### src/rtl/mult_share_arbiter_pkg.sv
// Shared definitions for the two-requester multiplier arbiter: state encoding,
// operand/product widths and the round-robin pick rule.
package mult_share_arbiter_pkg;

   localparam int W  = 4;
   localparam int PW = 8;

   typedef enum logic [1:0] {
      ST_IDLE = 2'b00,
      ST_CALC = 2'b01,
      ST_DONE = 2'b10
   } state_e;

   // Contention alternates away from the last winner; a lone requester always wins.
   function automatic logic rr_pick(input logic v0, input logic v1, input logic last);
      if (v0 && v1) return ~last;
      return v1;
   endfunction

endpackage

### src/rtl/wallace_multiplier.sv
// 4x4 unsigned multiplier: partial products reduced by two 3:2 carry-save layers,
// then one carry-propagate add.
module wallace_multiplier
   import mult_share_arbiter_pkg::*;
(
   input  logic [W-1:0]  a,
   input  logic [W-1:0]  b,
   output logic [PW-1:0] p
);

   logic [PW-1:0] pp [W];
   logic [PW-1:0] s1, c1, s2, c2;

   always_comb begin
      for (int i = 0; i < W; i++) begin
         pp[i] = b[i] ? (PW'(a) << i) : '0;
      end
      s1 = pp[0] ^ pp[1] ^ pp[2];
      c1 = ((pp[0] & pp[1]) | (pp[0] & pp[2]) | (pp[1] & pp[2])) << 1;
      s2 = s1 ^ c1 ^ pp[3];
      c2 = ((s1 & c1) | (s1 & pp[3]) | (c1 & pp[3])) << 1;
      p  = s2 + c2;
   end

endmodule

### src/rtl/mult_share_arbiter.sv
// Shares one multiplier between two requesters with round-robin arbitration;
// one operation in flight, result held until the consumer takes it.
module mult_share_arbiter #(
   parameter int W = mult_share_arbiter_pkg::W
) (
   input  logic                               clk,
   input  logic                               rst,
   input  logic                               req0_valid,
   input  logic [W-1:0]                       req0_a,
   input  logic [W-1:0]                       req0_b,
   output logic                               req0_ready,
   input  logic                               req1_valid,
   input  logic [W-1:0]                       req1_a,
   input  logic [W-1:0]                       req1_b,
   output logic                               req1_ready,
   output logic                               rsp_valid,
   output logic                               rsp_id,
   output logic [mult_share_arbiter_pkg::PW-1:0] rsp_product,
   input  logic                               rsp_ready,
   output logic                               busy
);

   import mult_share_arbiter_pkg::*;

   state_e        state_q, state_d;
   logic [W-1:0]  a_q, a_d, b_q, b_d;
   logic          id_q, id_d;
   logic          last_q, last_d;
   logic [PW-1:0] product_q, product_d;
   logic [PW-1:0] mult_p;
   logic          grant_id;
   logic          any_valid;

   assign any_valid = req0_valid | req1_valid;
   assign grant_id  = rr_pick(req0_valid, req1_valid, last_q);

   wallace_multiplier u_mult (
      .a (a_q),
      .b (b_q),
      .p (mult_p)
   );

   // NOTE: non-blocking assignments so every flop samples pre-edge values.
   always_ff @(posedge clk) begin
      if (rst) state_q <= ST_IDLE;
      else     state_q <= state_d;
   end

   // Pointer resets to 1 so requester 0 wins the first contention.
   always_ff @(posedge clk) begin
      if (rst) begin
         a_q       <= '0;
         b_q       <= '0;
         id_q      <= 1'b0;
         last_q    <= 1'b1;
         product_q <= '0;
      end else begin
         a_q       <= a_d;
         b_q       <= b_d;
         id_q      <= id_d;
         last_q    <= last_d;
         product_q <= product_d;
      end
   end

   // NOTE: every variable gets a default first so no path infers a latch.
   always_comb begin
      state_d   = state_q;
      a_d       = a_q;
      b_d       = b_q;
      id_d      = id_q;
      last_d    = last_q;
      product_d = product_q;
      case (state_q)
         ST_IDLE: begin
            if (any_valid) begin
               state_d = ST_CALC;
               id_d    = grant_id;
               last_d  = grant_id;
               a_d     = grant_id ? req1_a : req0_a;
               b_d     = grant_id ? req1_b : req0_b;
            end
         end
         ST_CALC: begin
            product_d = mult_p;
            state_d   = ST_DONE;
         end
         ST_DONE: begin
            if (rsp_ready) state_d = ST_IDLE;
         end
         default: state_d = ST_IDLE;
      endcase
   end

   // Handshake outputs are forced low during the reset cycle.
   always_comb begin
      req0_ready  = 1'b0;
      req1_ready  = 1'b0;
      rsp_valid   = 1'b0;
      busy        = 1'b0;
      rsp_id      = id_q;
      rsp_product = product_q;
      if (!rst) begin
         req0_ready = (state_q == ST_IDLE) && req0_valid && !grant_id;
         req1_ready = (state_q == ST_IDLE) && req1_valid &&  grant_id;
         rsp_valid  = (state_q == ST_DONE);
         busy       = (state_q != ST_IDLE);
      end
   end

endmodule

### config.mk
export PLATFORM = sky130hd
export DESIGN_NAME = mult_share_arbiter
export DESIGN_NICKNAME = d
export VERILOG_FILES = /design/src/rtl/mult_share_arbiter_pkg.sv /design/src/rtl/wallace_multiplier.sv /design/src/rtl/mult_share_arbiter.sv
export SDC_FILE = /design/constraint.sdc
export NUM_CORES = 1
export LEC_CHECK = 0
export BUFFER_PORTS_ARGS = -buffer_cell sky130_fd_sc_hd__buf_4
export CAP_MARGIN = 20
export CORE_ASPECT_RATIO = 1.1
export CORE_UTILIZATION = 40
export DETAILED_ROUTE_END_ITERATION = 16
export PLACE_DENSITY = 0.65
export RECOVER_POWER = 100
export SLEW_MARGIN = 15
export SYNTH_ARGS = -nofsm -noshare
export SYNTH_HDL_FRONTEND = slang
export SYNTH_HIERARCHICAL = 1
export SYNTH_SLANG_ARGS = --single-unit
export TNS_END_PERCENT = 20
### constraint.sdc
create_clock -name clk -period 6.3 [get_ports clk]
set_clock_uncertainty 0.1 [all_clocks]
set_input_delay 0.315 -clock clk [delete_from_list [all_inputs] [get_ports clk]]
set_output_delay 0.315 -clock clk [all_outputs]
set_load 0.03 [all_outputs]
### Yosys cells after proc, flatten, opt, wreduce, memory -nomap -nowiden

Cells that the tools add are included.

* reduce and logical (&&, ||, !) cells: 10
* add/subtract/negate cells: 1
* eq/ne operators: 4
* bitwise gates (word level): 16
* muxes and demuxes: 16

Operators with widths (count)
* bitwise AND 7 bit: 6
* OR 7 bit: 4
* XOR 8 bit: 3
* two-way mux 4 bit: 3
* adder 8 bit: 1
* XOR 8 x 6 -> 8 bit: 1
* two-way mux 1 bit: 7
* two-way mux 7 bit: 1
* two-way mux 6 bit: 1
* one-hot mux 2 bit (3 select lines): 1
* logical AND 1 bit: 5
* two-way mux 5 bit: 1
* two-way mux 2 bit: 2
* != test 2 bit (second input constant): 2
* AND reduction 2 bit: 2
* equality test 2 x 1 -> 1 bit (second input constant): 1
* equality test 2 bit (second input constant): 1
* zero test 2 bit: 1
* nonzero test 2 bit: 1
* zero test 1 bit: 1
* NOT 1 bit: 1
* OR 1 bit: 1

* register bits after elaboration: 20
* input bits: 21
* logic and storage cells: 53
* output and inout port bits: 13

### Longest topological paths before layout

* depth after elaboration: 8
* gate-level depth with buffers: 12
* depth with buffers taken out: 12

### Hierarchy

Netlist, hierarchy kept.

By module, submodules not included
* mult_share_arbiter: cells each 105, seq. area each 400.4 um2, instances 1, area each 865.8 um2
* wallace_multiplier: cells each 44, seq. area each 0.0 um2, instances 1, area each 374.1 um2

### Worst setup path after synthesis

Ideal clock, no wire load.

* path type: register -> register
* start: register b_q[0]
* end: register product_q[7] (netlist: rsp_product[7])
* path slack: 3650 ps
* clock period less this slack: 2650 ps
* stages on the path, launching flop included: 13
* setup time: 70 ps
* buffers on the path: 0
* arrival: 2479 ps
* data required time: 6130 ps
* path through: dfxtp_1 -> nand2_1 -> fa_1 -> inv_1 -> fa_1 -> ha_1 -> inv_1 -> fa_1 -> nor2b_1 -> o21ai_0 -> nand2b_1 -> nand2_1 -> a21oi_1

* word-level cells in the longest chain between the ends: 8
* elaborated cells between the ends (all ways): 15
* those cells by class: add/sub (1); mux (1); bitwise (13)

Ends and longest elaborated chain
* start: declaration: RTL line mult_share_arbiter.sv:26 `logic [W-1:0] a_q, a_d, b_q, b_d;`
* start signal: assignment: RTL line mult_share_arbiter.sv:53 `b_q <= '0;`
* start signal: assignment: RTL line mult_share_arbiter.sv:59 `b_q <= b_d;`
* two-way mux 4 bit *: RTL line wallace_multiplier.sv:16 `pp[i] = b[i] ? (PW'(a) << i) : '0;`
* bitwise AND 7 bit: RTL line wallace_multiplier.sv:19 `c1 = ((pp[0] & pp[1]) | (pp[0] & pp[2]) | (pp[1] & pp[2])) << 1;`
* OR 7 bit (2 in a row): RTL line wallace_multiplier.sv:19
* bitwise AND 7 bit: RTL line wallace_multiplier.sv:21 `c2 = ((s1 & c1) | (s1 & pp[3]) | (c1 & pp[3])) << 1;`
* OR 7 bit (2 in a row): RTL line wallace_multiplier.sv:21
* adder 8 bit *: RTL line wallace_multiplier.sv:22 `p = s2 + c2;`
* named net mult_p[7]: RTL line mult_share_arbiter.sv:30 `logic [PW-1:0] mult_p;`
* end signal: assignment: RTL line mult_share_arbiter.sv:62 `product_q <= product_d;`
* end: declaration: RTL line mult_share_arbiter.sv:29 `logic [PW-1:0] product_q, product_d;`

Mark *: on every way through the listed nets, which the timed path passes. The rest lies on a longest branch.
A chain may end at the register's enable or synchronous reset.

### Worst setup path after layout

* start: register a_q[3]
* end: register product_q[7] (netlist: rsp_product[7])

* word-level cells in the longest chain between the ends: 8
* elaborated cells between the ends (all ways): 19
* those cells by class: add/sub (1); mux (4); bitwise (14)

Ends and longest elaborated chain
* start: declaration: RTL line mult_share_arbiter.sv:26
* start signal: assignment: RTL line mult_share_arbiter.sv:52 `a_q <= '0;`
* start signal: assignment: RTL line mult_share_arbiter.sv:58 `a_q <= a_d;`
* two-way mux 4 bit (tied with other cells): RTL line wallace_multiplier.sv:16
* bitwise AND 7 bit: RTL line wallace_multiplier.sv:19
* OR 7 bit (2 in a row): RTL line wallace_multiplier.sv:19
* bitwise AND 7 bit: RTL line wallace_multiplier.sv:21
* OR 7 bit (2 in a row): RTL line wallace_multiplier.sv:21
* adder 8 bit *: RTL line wallace_multiplier.sv:22
* named net mult_p[7]: RTL line mult_share_arbiter.sv:30

Marks and branches as above.

==> results by group <==
Place
  – Final Wtd Congestion: 0.779
  – IO buf count: 33
  – Placed wire-length estimate: 2.08 mm

Clock tree
  – Cells resized by post-CTS repair: 0
  – Clock sink total: 20
  – Total CTS buffers: 3
  – Clk slew on worst S/H paths: 110 ps
  – Hold-fix buffers at CTS: 0
  – Number of setup buffers added after CTS: 0
  – CTS tree: built
  – Clock insertion delay at the later pin of the skew report: 300 ps
  – Bufs on Longest Clock Path: 2
  – Cell chosen for the clock root: sky130_fd_sc_hd__clkbuf_4
  – H-tree levels: 1

STA
  – Summed negative setup slack over all endpoints: 0 ps
  – Shortest period the worst path allows: 2870 ps
  – Fmax: 349 MHz
  – Number of hold violations in the final report: 0
  – Setup repair after global routing missed its margin: false
  – Pin slew with the least headroom to its limit: 756 ps
  – Count of pins over their slew limit: 0
  – Share of the cycle needed by the critical path after routing: 45.5%
  – Setup violators final: 0
  – Worst relative slew slack: 49.4%

Power
  – Power density normalized to cell area: 193 mW/mm2
  – Leakage: 0.642 nW
  – Total power of the final layout: 281 uW
  – IR drop worst, VDD: 0.0000945 V

Drt
  – Via count: 1081
  – Met3 WL: 122 um
  – Final antenna-violating net count: 0
  – Routed wirelength normalized by instance count: 11.9 um
  – Number of DRC violations after detailed-routing iteration 0: 20
  – Detailed-route wire length: 2.50 mm
  – Uppermost metal layer occupied by signal nets: met3
  – Remaining DRCs: 0
  – Routed length on met1: 1.12 mm
  – First-pass iteration count of the detailed router: 4
  – Routed vias/inst: 5.12
  – Metal2 WL: 1.26 mm

Final layout
  – Share of post-route cells with drive strength above 1: 15.2%
  – Layout Nets: 214
  – Area growth, synth to finish: 17.3%
  – Number of antenna cells inserted: 0

Synthesis
  – Top cells by area in the synthesized netlist: sky130_fd_sc_hd__dfxtp_1 (32%), sky130_fd_sc_hd__nand2_1 (12%), sky130_fd_sc_hd__fa_1 (9.7%)
  – Top cell type's share of synthesized area: 32.3%
  – Synth Register Bits: 20
  – Count of cell types in the netlist: 28
  – Mean Syn Cell Area: 8.32 um2
  – Number of instances in the synthesized netlist: 149
  – Net count after synthesis: 183
  – Sequential share of the synthesized area: 32.3%
  – Most area-hungry cell type in the Yosys netlist: sky130_fd_sc_hd__dfxtp_1
  – Number of warning messages in the yosys log: 6
  – Cell area after synthesis: 0.00124 mm2

Global routing
  – Overall overflow remaining after global route: 0
  – Vias in the first global route: 1038
  – Pin count of the biggest net entering global routing: 25
  – Total global-route track usage: 17.1%
  – Antenna violations before repair: 0
  – Global-route wire length before repair: 4.15 mm

Worst setup path
  – Critical path cell sequence: nand2_1 -> fa_1 -> inv_1 -> fa_1 -> ha_1 -> inv_1 -> fa_1 -> nor2b_1 -> o21ai_0 -> nand2b_1 -> nand2_1 -> a21oi_1
  – Startpoint type of the worst setup path: register
  – Required arrival time at the worst endpoint: 6440 ps
  – Worst Reg2Reg Path Length in Cells: 12
  – Dominant cell type by count on the critical path: sky130_fd_sc_hd__fa_1
  – Slowest stage cell on the critical path: sky130_fd_sc_hd__fa_1
  – Reg-to-reg startpoint: a_q[3]$_SDFFE_PP0P_
  – Source of the critical timing path: a_q[3]$_SDFFE_PP0P_
  – Critical path class: register to register
  – Arrival time at the worst endpoint: 3010 ps
  – Nature of the critical path endpoint: register
  – Delay of the slowest critical-path stage: 540 ps
  – Maximum fanout encountered on the critical timing path: 5

Floorplan
  – Initial core utilization: 43.5%
  – Die Y: 60.4 um
  – Count of boundary I/O pins: 34
  – Die footprint: 0.00333 mm2
  – Core footprint: 0.00285 mm2
  – Number of rows in the core area: 20
  – Horiz. Die Dim: 55.1 um

Hold path
  – Hold Path Stages: 3
  – Type of the tightest min-delay check: input port to register
  – Hold path start: req0_a[2]

Status
  – Status: complete, no violations

Flow run
  – Max-capacitance violation count: 0
cells by family (layout without fill, tap and decap cells):
family,after synthesis,count (layout),synth area share [%]
AND/OR/NAND/NOR,65,65,25.1
AO/OA/AOI/OAI,34,34,18.4
flip-flops,20,20,32.3
adder cells (fa/ha/maj),13,13,16.8
buffers and inverters,15,44,6.05
XOR/XNOR,2,2,1.41
cell usage after synthesis:
cell type	number
sky130_fd_sc_hd__a21bo_1	1
sky130_fd_sc_hd__a21boi_4	1
sky130_fd_sc_hd__a21o_1	1
sky130_fd_sc_hd__a21oi_1	19
sky130_fd_sc_hd__a21oi_2	1
sky130_fd_sc_hd__a311oi_1	8
sky130_fd_sc_hd__and2_1	10
sky130_fd_sc_hd__and3_2	1
sky130_fd_sc_hd__buf_2	3
sky130_fd_sc_hd__buf_6	2
sky130_fd_sc_hd__clkbuf_1	2
sky130_fd_sc_hd__dfxtp_1	20
sky130_fd_sc_hd__fa_1	6
sky130_fd_sc_hd__ha_1	7
sky130_fd_sc_hd__inv_1	8
sky130_fd_sc_hd__nand2_1	39
sky130_fd_sc_hd__nand2b_1	2
sky130_fd_sc_hd__nor2_1	3
sky130_fd_sc_hd__nor2_4	1
sky130_fd_sc_hd__nor2b_1	2
sky130_fd_sc_hd__nor3_1	2
sky130_fd_sc_hd__nor3b_1	1
sky130_fd_sc_hd__nor4b_1	1
sky130_fd_sc_hd__o21ai_0	2
sky130_fd_sc_hd__o21bai_1	1
sky130_fd_sc_hd__or2_1	2
sky130_fd_sc_hd__or3b_2	1
sky130_fd_sc_hd__xnor2_1	2
placed cells by master (no fill, tap or decap):
master / instances
sky130_fd_sc_hd__clkbuf_1: 13
sky130_fd_sc_hd__a21o_1: 1
sky130_fd_sc_hd__a21oi_1: 20
sky130_fd_sc_hd__a21bo_1: 1
sky130_fd_sc_hd__inv_1: 8
sky130_fd_sc_hd__xnor2_1: 2
sky130_fd_sc_hd__ha_1: 7
sky130_fd_sc_hd__o21ai_0: 2
sky130_fd_sc_hd__and3_2: 1
sky130_fd_sc_hd__or3b_2: 1
sky130_fd_sc_hd__nor2_4: 1
sky130_fd_sc_hd__nor3_1: 2
sky130_fd_sc_hd__nor2_1: 3
sky130_fd_sc_hd__or2_0: 1
sky130_fd_sc_hd__fa_1: 6
sky130_fd_sc_hd__nor4b_1: 1
sky130_fd_sc_hd__dfxtp_1: 20
sky130_fd_sc_hd__and2_1: 10
sky130_fd_sc_hd__nor3b_1: 1
sky130_fd_sc_hd__nor2b_1: 2
sky130_fd_sc_hd__o21bai_1: 1
sky130_fd_sc_hd__or2_1: 1
sky130_fd_sc_hd__a311oi_1: 8
sky130_fd_sc_hd__nand2b_1: 2
sky130_fd_sc_hd__a21boi_4: 1
sky130_fd_sc_hd__nand2_1: 39
sky130_fd_sc_hd__clkbuf_4: 3
sky130_fd_sc_hd__buf_4: 20
per-layer routing:
| metal | track usage (%) | vias up |
|---|---|---|
| li1 | - | 557 |
| met1 | 20.2 | 493 |
| met2 | 31.0 | 31 |
| met3 | 3.26 | 0 |
| met4 | 4.29 | 0 |
| met5 | 0 | - |
layout make-up:
class / instances / area, um2
clock buffers: 3 / 22.5
fillers: 314 / 1400
inverters: 8 / 30.0
multi-input cells: 114 / 761
flip-flops and latches: 20 / 400
well taps: 33 / 41.3
repair buffers: 33 / 199
per-stage QoR:
stage | setup WS [ps] | instance area [um2] | std cells | hold WS (ps) | utilization [%]
after global placement | 3580 | 1480 | 208 | 345 | 52.0
after detailed placement | 3440 | 1480 | 208 | 349 | 52.0
after global routing | 3250 | 1450 | 211 | 170 | 51.0
after CTS | 3410 | 1510 | 211 | 164 | 52.8
after floorplan | 3650 | 1240 | 149 | 287 | -
final | 3430 | 1450 | 211 | 173 | 51.0
worst max-delay path, delay by kind of cell, from the launching register on:
kind | cells | cell delay [ps]
compound gates | 2 | 200
buf+inv | 2 | 110
flops | 1 | 400
fa+ha+maj | 4 | 1660
simple gates | 4 | 330
final timing paths:
path                            endpoint  slack (ps)
min                  a_q[2]$_SDFFE_PP0P_         170
max          rsp_product[7]$_SDFFE_PP0N_        3430
min reg2reg  rsp_product[4]$_SDFFE_PP0N_         360
max reg2reg  rsp_product[7]$_SDFFE_PP0N_        3430
sequential cells by signal, indices dropped and copies added (netlist names):
| register | cells |
|---|---|
| state_q | 2 |
| rsp_id | 1 |
| rsp_product | 8 |
| b_q | 4 |
| a_q | 4 |
| last_q | 1 |
power by group:
part	internal, mW	leakage, nW	total [mW]	switching (mW)
combinational	0.0313	0.464	0.0750	0.0437
sequential	0.137	0.164	0.148	0.0107
clock	0.0222	0.0138	0.0587	0.0365
Power figures use the tool's default switching activity.
